$ cat src/rtl/dac_feed_scheduler.sv
// Fixed-rate two-source puller/mixer with soft-start/stop gain ramp into the DAC; dac_d lands two edges after the tick edge.
// Sources see ready only on tick (no stalls; a missing sample is an underrun). DAC_FEED_UNDERRUN_HOLD_EN repeats the last sample on underrun.
module dac_feed_scheduler #(
  parameter int DIV = 1024
) (
  input  logic        clk,
  input  logic        reset,
  input  logic        enable,
  input  logic [15:0] s0_data,
  input  logic        s0_valid,
  output logic        s0_ready,
  input  logic [15:0] s1_data,
  input  logic        s1_valid,
  output logic        s1_ready,
  output logic [15:0] dac_d,
  output logic        dac_run,
  output logic        tick,
  output logic        underrun,
  input  logic        clr_underrun
);
  localparam int CW = (DIV > 2) ? $clog2(DIV) : 1;

  typedef enum logic [1:0] {IDLE, RAMP_UP, RUN, RAMP_DOWN} state_t;

  state_t        state_q, state_d;
  logic [8:0]    gain_q, gain_d;
  logic [CW-1:0] div_q, div_d;
  logic [15:0]   cap0_q, cap0_d, cap1_q, cap1_d;
  logic [15:0]   mix_q, mix_d, out_q, out_d;
  logic          cap_vld_q, cap_vld_d, mix_vld_q, mix_vld_d;
  logic          underrun_q, underrun_d;

  logic               div_wrap, tick_w;
  logic [16:0]        sum;
  logic [15:0]        sat;
  logic signed [24:0] prod;
  logic [8:0]         prod_unused;

  assign div_wrap = (div_q == CW'(DIV - 1));
  assign tick_w   = (state_q != IDLE) && div_wrap;

  assign sum  = {cap0_q[15], cap0_q} + {cap1_q[15], cap1_q};
  assign sat  = (sum[16] != sum[15]) ? (sum[16] ? 16'h8000 : 16'h7fff) : sum[15:0];
  // Gain is 0..256 so the shifted product always fits back into 16 bits.
  assign prod        = $signed({{9{mix_q[15]}}, mix_q}) * $signed({16'd0, gain_q});
  assign prod_unused = {prod[24], prod[7:0]};

  always_comb begin
    state_d    = state_q;
    gain_d     = gain_q;
    div_d      = div_q;
    cap0_d     = cap0_q;
    cap1_d     = cap1_q;
    cap_vld_d  = tick_w;
    mix_vld_d  = cap_vld_q;
    mix_d      = cap_vld_q ? sat : mix_q;
    out_d      = mix_vld_q ? prod[23:8] : out_q;
    underrun_d = underrun_q;

    case (state_q)
      IDLE: begin
        div_d = '0;
        if (enable) state_d = RAMP_UP;
      end
      RAMP_UP: begin
        if (tick_w && gain_q != 9'd256) gain_d = gain_q + 9'd1;
        if (!enable)                    state_d = RAMP_DOWN;
        else if (gain_d == 9'd256)      state_d = RUN;
      end
      RUN: begin
        if (!enable) state_d = RAMP_DOWN;
      end
      RAMP_DOWN: begin
        if (tick_w && gain_q != 9'd0) gain_d = gain_q - 9'd1;
        if (enable)                   state_d = RAMP_UP;
        else if (gain_d == 9'd0)      state_d = IDLE;
      end
      default: state_d = IDLE;
    endcase

    if (state_q != IDLE) div_d = div_wrap ? '0 : div_q + CW'(1);

    if (tick_w) begin
`ifdef DAC_FEED_UNDERRUN_HOLD_EN
      cap0_d = s0_valid ? s0_data : cap0_q;
      cap1_d = s1_valid ? s1_data : cap1_q;
`else
      cap0_d = s0_valid ? s0_data : 16'd0;
      cap1_d = s1_valid ? s1_data : 16'd0;
`endif
    end

    if (clr_underrun)                        underrun_d = 1'b0;
    if (tick_w && !(s0_valid && s1_valid))   underrun_d = 1'b1;

    // Entering IDLE silences the DAC and drops anything still in flight.
    if (state_q != IDLE && state_d == IDLE) begin
      div_d     = '0;
      cap0_d    = '0;
      cap1_d    = '0;
      cap_vld_d = 1'b0;
      mix_vld_d = 1'b0;
      mix_d     = '0;
      out_d     = '0;
    end
  end

  always_ff @(posedge clk) begin
    if (reset) begin
      state_q    <= IDLE;
      gain_q     <= '0;
      div_q      <= '0;
      cap0_q     <= '0;
      cap1_q     <= '0;
      cap_vld_q  <= 1'b0;
      mix_vld_q  <= 1'b0;
      mix_q      <= '0;
      out_q      <= '0;
      underrun_q <= 1'b0;
    end else begin
      state_q    <= state_d;
      gain_q     <= gain_d;
      div_q      <= div_d;
      cap0_q     <= cap0_d;
      cap1_q     <= cap1_d;
      cap_vld_q  <= cap_vld_d;
      mix_vld_q  <= mix_vld_d;
      mix_q      <= mix_d;
      out_q      <= out_d;
      underrun_q <= underrun_d;
    end
  end

  assign s0_ready = tick_w;
  assign s1_ready = tick_w;
  assign tick     = tick_w;
  assign dac_d    = out_q;
  assign dac_run  = (state_q != IDLE);
  assign underrun = underrun_q;
endmodule

$ cat config.mk
export PLATFORM = sky130hd
export DESIGN_NAME = dac_feed_scheduler
export DESIGN_NICKNAME = d
export VERILOG_FILES = /design/src/rtl/dac_feed_scheduler.sv
export SDC_FILE = /design/constraint.sdc
export NUM_CORES = 1
export LEC_CHECK = 0
export ABC_AREA = 1
export CELL_PAD_IN_SITES_DETAIL_PLACEMENT = 0
export CELL_PAD_IN_SITES_GLOBAL_PLACEMENT = 1
export CORE_MARGIN = 10
export CORE_UTILIZATION = 30
export DETAILED_ROUTE_END_ITERATION = 7
export PLACE_DENSITY = 0.58
export SLEW_MARGIN = 15
export SYNTH_ARGS = -nofsm -noshare
export SYNTH_HDL_FRONTEND = slang
export SYNTH_SLANG_ARGS = --single-unit
$ cat constraint.sdc
create_clock -name clk -period 15.8 [get_ports clk]
set_input_delay 2.37 -clock clk [delete_from_list [all_inputs] [get_ports clk]]
set_output_delay 2.37 -clock clk [all_outputs]
set_load 0.01 [all_outputs]
After elaboration in Yosys (flattened, before gate mapping)
Index checks and enable logic that the tools add are counted.
{"block": "totals", "ff_bits": 88, "in_bits": 38, "output_inout_bits": 21}
{"block": "op_classes", "n_addsub": 4, "multipliers": 1, "eq_ne": 7, "muxes": 21, "n_reduce_logical": 16}
{"cell": "16-bit 2-to-1 mux", "n": 4}
{"cell": "9-bit 2-to-1 mux", "n": 4}
{"cell": "10-bit 2-to-1 mux", "n": 3}
{"cell": "16-bit by 10-bit multiplier with 24-bit output", "n": 1}
{"cell": "9-bit one-hot mux with 2 select lines", "n": 1}
{"cell": "16-bit by 16-bit adder with 17-bit output", "n": 1}
{"cell": "2-bit 2-to-1 mux", "n": 6}
{"cell": "10-bit by 1-bit adder with 10-bit output (second input constant)", "n": 1}
{"cell": "10-bit == test (second input constant)", "n": 1}
{"cell": "9-bit by 1-bit adder with 9-bit output (second input constant)", "n": 1}
{"cell": "9-bit == test (second input constant)", "n": 1}
{"cell": "9-bit zero test", "n": 1}
{"cell": "9-bit inequality test (second input constant)", "n": 1}
{"cell": "9-bit nonzero test", "n": 1}
{"cell": "9-bit by 1-bit subtractor with 9-bit output (second input constant)", "n": 1}
{"cell": "2-bit one-hot mux with 4 select lines", "n": 1}
{"cell": "2-bit nonzero test", "n": 4}
{"cell": "1-bit logical AND", "n": 6}
{"cell": "2-bit == test (second input constant)", "n": 2}
{"cell": "2-bit zero test", "n": 2}
{"cell": "2-bit by 1-bit == test with 1-bit output (second input constant)", "n": 1}
{"cell": "1-bit 2-to-1 mux", "n": 2}
{"cell": "2-bit OR reduction", "n": 1}
{"cell": "1-bit zero test", "n": 1}
{"cell": "1-bit inequality test", "n": 1}

Depth between registers and ports, before layout
Gate-level depths: netlist of the first run.
{"block": "logic_depth", "ltp_word": 12, "depth_mapped": 28, "mapped_depth_nobuf": 25}

Worst setup path after synthesis of the first run
Ideal clock, no wire load.
{"block": "synth_timing", "path_kind": "reg2reg", "start": "register gain_q[2]", "end": "register out_q[10] (netlist: dac_d[10])", "setup_ps": 128, "arrival_ps": 5328, "required_ps": 15672, "setup_slack_ps": 10343, "stages_incl_launch_ff": 26, "n_path_buf": 3, "period_less_slack_ps": 5457, "cell_sequence": "dfxtp_1 > buf_2 > buf_1 > clkbuf_1 > nand2_1 > fa_1 > inv_1 > fa_1 > fa_1 > fa_1 > inv_1 > fa_1 > inv_1 > ha_1 > nand2_1 > o21ai_0 > a21o_1 > a21oi_1 > o21ai_0 > nand2_1 > nand2_1 > nand2_1 > nand3_1 > nand2_1 > inv_1 > a21oi_1"}
{"block": "synth_between", "elab_chain_cells": 11, "word_cells_on_any_way": 21, "cone_classes": "2 x add/sub; 1 x mul; 2 x eq/ne; 9 x mux; 7 x reduce/logical"}
{"element": "start: declaration", "line": "26", "rtl": "logic [8:0] gain_q, gain_d;"}
{"element": "start signal: assignment", "line": "122", "rtl": "gain_q <= gain_d;"}
{"element": "parallel branches: the longest is 11 deep, another holds 9-bit by 1-bit adder with 9-bit output"}
{"element": "end signal: assignment", "line": "129", "rtl": "out_q <= out_d;"}
{"element": "end: declaration", "line": "29", "rtl": "logic [15:0] mix_q, mix_d, out_q, out_d;"}
Parallel ways; which one is timed is not known. The select of a mux whose other input is x is not followed.
A chain may end at the register's enable or synchronous reset.

Worst setup path in the final report of the first run
{"block": "layout_timing", "start": "register gain_q[5]", "end": "register out_q[10] (netlist: dac_d[10])"}
Same word-level chain as after synthesis.

==> results of run 1 <==
layout make-up:
cell class | instances | area share
inverter | 293 | 0.09365
multi-input combinational | 1040 | 0.6249
tap | 455 | 0.04848
sequential | 88 | 0.1500
clock buffer | 10 | 0.02035
timing repair buffer | 69 | 0.05647
clock inverter | 6 | 0.006179
critical path, stage by stage, from the launching register on:
cell	delay (ps)
dfxtp_1	950
nand2_1	170
fa_1	540
inv_1	50
fa_1	560
fa_1	440
fa_1	550
inv_1	60
fa_1	530
inv_1	40
ha_1	340
nand2_1	100
o21ai_0	260
a21o_1	140
a21oi_1	60
o21ai_0	450
nand2_1	130
nand2_1	90
nand2_1	50
nand3_1	70
nand2_1	60
inv_1	50
a21oi_1	30
state kept, by name, summed over array words and instances (netlist names):
name	flops
cap0_q	16
cap1_q	16
cap_vld_q	1
dac_d	16
div_q	10
gain_q	9
mix_q	16
mix_vld_q	1
state_q	2
underrun	1
layer usage:
metal,share of wire,GRT usage,wire length (um)
met4,0.0083,0.02790,251
met1,0.50,0.1964,15090
met5,0,0,0
met3,0.033,0.01955,1012
met2,0.46,0.2392,13950
logic make-up after synthesis:
logic type / after synthesis / synth area share
xor+xnor: 35 / 0.02970
simple gates: 572 / 0.2244
buf+inv: 368 / 0.1404
flops: 88 / 0.1666
compound gates: 249 / 0.1395
fa+ha+maj: 184 / 0.2993
per-stage QoR:
step | std cells | setup WS [ps]
final | 1961 | 9900
after global routing | 1961 | 9435
after CTS | 1961 | 9908
after detailed placement | 1945 | 9933
after global placement | 1945 | 10000
after floorplan | 1496 | 10340
power breakdown:
| group | total [uW] | internal [uW] | switching [uW] |
|---|---|---|---|
| combinational | 66.4 | 17.4 | 49.0 |
| clock | 240 | 130 | 110 |
| sequential | 227 | 224 | 3.35 |
| total | 533 | 371 | 163 |
cell usage in the layout, fill, tap and decap left out, types with 4 or more instances in the layout:
cell	netlist	layout
xnor2_1	8	8
dfxtp_1	88	88
nor2_1	96	96
fa_1	115	115
or2_2	5	5
a21oi_2	39	39
nand2_2	10	8
nand4_1	13	13
clkdlybuf4s50_1	0	58
nand3_1	50	50
inv_1	288	288
ha_1	69	69
a21oi_1	136	136
buf_4	4	11
o21a_1	13	13
nand3b_1	6	6
o21ai_0	39	39
clkbuf_16	0	9
inv_2	4	4
xor2_1	26	26
nor2_4	4	4
nand2_1	370	370
nor3_1	13	13
final timing paths:
path,cells past startpoint,startpoint,slack (ps),endpoint
worst max register to register,22,gain_q[5],9900,dac_d[10]
worst max-delay path,22,gain_q[5],9900,dac_d[10]
worst min-delay path,2,underrun,500,underrun
worst min register to register,2,underrun,500,underrun
==> results.py, run 1 <==
metrics = {
    "finish": {
        "drive_gt1_frac": 0.06175,
        "final_util": 0.3391,
        "finalInstanceArea_um2": 11740,
        "final_nets": 1723,
        "seq_area_um2": 1762,
        "nFillCells": 3802,
        "multi_input_area_um2": 7338,
        "area_growth_syn_to_layout_pct": 11.05,
        "diodes": 0,
    },
    "clocking": {
        "cts_setup_buffers": 0,
        "cts_inserted_buffers": 9,
        "cts_tree": "yes",
        "clkSinkCount": 88,
        "clkLatencyLatePin_ps": 380,
        "clkTransAtPathRegs_ps": 90,
        "postCtsHoldBufs": 0,
        "cts_resized": 0,
        "cts.htree.levels": 3,
        "root_buffer": "clkbuf_16",
        "ctsLongestPathBuffers": 2,
    },
    "global_routing": {
        "antenna_found_initial": 0,
        "grt_util_all_layers": 0.1444,
        "grt_pass1_vias": 9505,
        "grt_pass1_wl_um": 51230,
        "grt_max_degree": 70,
        "grt-ovfl-total": 0,
    },
    "routing": {
        "post_drt_via_cell_ratio": 4.642,
        "drt-initial-drc-count": 472,
        "drcViolationCount": 0,
        "routedWlPerCell_um": 15.46,
        "drt-total-wl_um": 30310,
        "ant_nets": 0,
        "drtPass1Iterations": 4,
        "vias": 9102,
    },
    "placement": {
        "port-buffer-count": 58,
        "gp_congestion": 0.8337,
        "hpwl_um": 23200,
        "dpl_cell_area_um2": 11430,
    },
    "synthesis": {
        "syn_avg_cell_area_um2": 7.069,
        "synth_seq_cells": 88,
        "netlist.area_leader.share": 0.2177,
        "synth_ff_type": "dfxtp_1",
        "netlist_area_um2": 10580,
        "synth_most_common_cell": "nand2_1",
        "yosys_warnings": 0,
        "synth_commonest_cells": "nand2_1, inv_1, a21oi_1, fa_1, nor2_1",
        "synth_edf_count": 0,
        "ys_types": 44,
        "syn-num-nets": 1718,
        "synthTopCellsByArea": "fa_1, dfxtp_1, nand2_1",
        "synthArstFlopShare": 0,
        "yosysSeqAreaShare": 0.1666,
        "yosysTopAreaCell": "fa_1",
        "syn_inst": 1496,
    },
    "run": {
        "max_cap_viol_count": 0,
    },
    "timing": {
        "min_period_ps": 5900,
        "drv_slew": 0,
        "setup_viol": 0,
        "hold_violations": 0,
        "slew_headroom": 0.3222,
        "worstMarginPinSlew_ps": 1017,
        "fmax_ghz": 0.1695,
        "rsz0062_at_grt": "false",
        "whs_ps": 503.5,
        "skew_ps": 17.59,
        "period_share": 0.3734,
        "fin_setup_tns_ps": 0,
    },
    "floorplan": {
        "core_area_um2": 34630,
        "start_util": 0.3054,
        "floorplan.rows": 68,
        "die_y_um": 207.8,
        "die_x_um": 207.8,
        "io_pins": 59,
        "dieArea_um2": 43160,
    },
    "power": {
        "leakage_uw": 0.006002,
        "power.total_uw": 533.4,
        "power_density_nw_per_um2": 45.42,
        "peakVddDrop_mv": 0.04572,
    },
    "setup_path": {
        "crit_type": "register to register",
        "required_ps": 16000,
        "crit_fanout": 23,
        "crit_path_start_kind": "register",
        "cp_data_arrival_time_ps": 6110,
        "worstSetupEndpointType": "register",
    },
    "run_status": {
        "status": "finished clean",
    },
    "min_path": {
        "hp-class": "register to register",
    },
}
(Power assumes the default switching activity.)
==> run 2, diff against run 1 <==
==> constraint.sdc (replaced) <==
create_clock -name clk -period 6.2 [get_ports clk]
set_input_delay 0.93 -clock clk [delete_from_list [all_inputs] [get_ports clk]]
set_output_delay 0.93 -clock clk [all_outputs]
set_load 0.01 [all_outputs]
==> results.py, run 2 (synthesis results as in run 1) <==
metrics = {
    "routing": {
        "drtPass1Iterations": 5,
        "post_drt_via_cell_ratio": 4.620,
        "drt-initial-drc-count": 487,
        "drcViolationCount": 0,
        "ant_nets": 0,
        "routedWlPerCell_um": 15.34,
        "vias": 9110,
        "drt-total-wl_um": 30250,
    },
    "setup_path": {
        "crit_chain": "buf_4 -> nand2_1 -> fa_1 -> inv_1 -> fa_1 -> inv_1 -> fa_1 -> inv_1 -> fa_1 -> inv_1 -> fa_1 -> inv_1 -> ha_1 -> nand2_1 -> nor2_1 -> a221oi_1 -> o211ai_1 -> xor2_1 -> a21boi_0 -> a21oi_1",
        "critPathBufInv": 6,
        "slowest_stage": "fa_1",
        "required_ps": 6410,
        "crit_path_start_kind": "register",
        "worstSetupEndpointType": "register",
        "crit_fanout": 11,
        "cp_data_arrival_time_ps": 5870,
        "slowest_delay_ps": 640,
        "critical_path.top_delay_family": "adder cells",
        "crit_type": "register to register",
    },
    "global_routing": {
        "antenna_found_initial": 0,
        "grt_pass1_wl_um": 50980,
        "grt_pass1_vias": 9316,
        "grt-ovfl-total": 0,
        "grt_max_degree": 62,
        "grt_util_all_layers": 0.1439,
    },
    "power": {
        "peakVddDrop_mv": 0.09966,
        "power_density_nw_per_um2": 115.3,
        "power.total_uw": 1366,
        "leakage_uw": 0.006068,
    },
    "clocking": {
        "cts_tree": "yes",
        "clkTransAtPathRegs_ps": 80,
        "root_buffer": "clkbuf_16",
        "cts_setup_buffers": 0,
        "cts_resized": 0,
        "ctsLongestPathBuffers": 2,
        "cts_inserted_buffers": 9,
        "cts.htree.levels": 3,
        "clkLatencyLatePin_ps": 370,
        "clkSinkCount": 88,
        "postCtsHoldBufs": 0,
    },
    "placement": {
        "port-buffer-count": 58,
        "dpl_cell_area_um2": 11530,
        "place_ws_ps": 597.7,
        "place_inst": 1956,
        "gp_congestion": 0.8342,
        "hpwl_um": 23900,
    },
    "finish": {
        "finalInstanceArea_um2": 11840,
        "area_growth_syn_to_layout_pct": 12.00,
        "layout_common_cells": "nand2_1, inv_1, a21oi_1",
        "diodes": 0,
        "final_nets": 1734,
        "drive_gt1_frac": 0.06856,
        "layoutNonFillerInstCount": 1972,
        "layout_commonest_cell": "nand2_1",
    },
    "timing": {
        "worstMarginPinSlew_ps": 943.1,
        "hold_violations": 0,
        "slew_headroom": 0.3690,
        "fin_setup_tns_ps": 0,
        "setup_viol": 0,
        "finalWorstSetupSlack_ps": 546.6,
        "drv_slew": 0,
        "min_period_ps": 5653,
        "skew_ps": 13.52,
        "period_share": 0.9118,
        "fmax_ghz": 0.1769,
        "rsz0062_at_grt": "false",
    },
    "min_path": {
        "hp-class": "register to register",
    },
    "floorplan": {
        "dieArea_um2": 43160,
        "die_y_um": 207.8,
        "io_pins": 59,
        "core_area_um2": 34630,
        "start_util": 0.3054,
        "floorplan.rows": 68,
        "die_x_um": 207.8,
    },
    "run": {
        "max_cap_viol_count": 0,
    },
    "run_status": {
        "status": "finished clean",
    },
}
==> run 2: power breakdown <==
group          internal (uW)  switching (uW)  leakage [uW]
clock network            331             282      0.000156
logic                   48.7             126       0.00520
registers                570            8.56      0.000709
==> run 2: area by class of cell <==
cell class | count | area [um^2]
fillers | 3787 | 22780
multi-input cells | 1040 | 7338
flip-flops and latches | 88 | 1762
inverters | 293 | 1100
repair buffers | 80 | 758.2
well taps | 455 | 569.3
clock buffers | 10 | 239.0
clock inverters | 6 | 77.57
==> run 2: metrics by stage <==
| step | hold WS, ps | utilization |
|---|---|---|
| 2_1_floorplan | 486.2 | - |
| 4_1_cts | 511.1 | 0.3420 |
| 5_1_grt | 542.0 | 0.3420 |
| 3_3_place_gp | 470.8 | 0.3329 |
| 6_report | 508.6 | 0.3420 |
| 3_5_place_dp | 492.9 | 0.3329 |
==> run 2: final timing paths <==
| check | from | end | slack [ps] | depth (start not counted) |
|---|---|---|---|---|
| setup / recovery | gain_q[2] | dac_d[15] | 550 | 20 |
| hold / removal | underrun | underrun | 510 | 2 |
| setup reg to reg | gain_q[2] | dac_d[15] | 550 | 20 |
| hold reg to reg | underrun | underrun | 510 | 2 |
==> run 2: routing by layer <==
layer  vias to the layer above  track usage  wire length, um
li1                       4624            -                -
met1                      4339       0.1970            14930
met3                        17      0.02031             1042
met5                         -            0                0
met4                         0      0.03188              381
met2                       130       0.2342            13890
==> run 2: worst register-to-register path, cell delays in order, from the launching register on <==
cell	delay [ps]
dfxtp_1	630
buf_4	250
nand2_1	100
fa_1	640
inv_1	170
fa_1	610
inv_1	60
fa_1	470
inv_1	50
fa_1	530
inv_1	50
fa_1	520
inv_1	40
ha_1	340
nand2_1	100
nor2_1	70
a221oi_1	280
o211ai_1	180
xor2_1	170
a21boi_0	170
a21oi_1	60
==> run 3, diff against run 2 <==
--- a/config.mk
+++ b/config.mk
@@ -11,6 +11,7 @@
 export CORE_MARGIN = 10
 export CORE_UTILIZATION = 30
 export DETAILED_ROUTE_END_ITERATION = 7
+export HOLD_SLACK_MARGIN = 0.1
 export PLACE_DENSITY = 0.58
 export SLEW_MARGIN = 15
 export SYNTH_ARGS = -nofsm -noshare
==> results of run 3 <==
The final DEF is identical to that of run 2; final timing and power are the same.
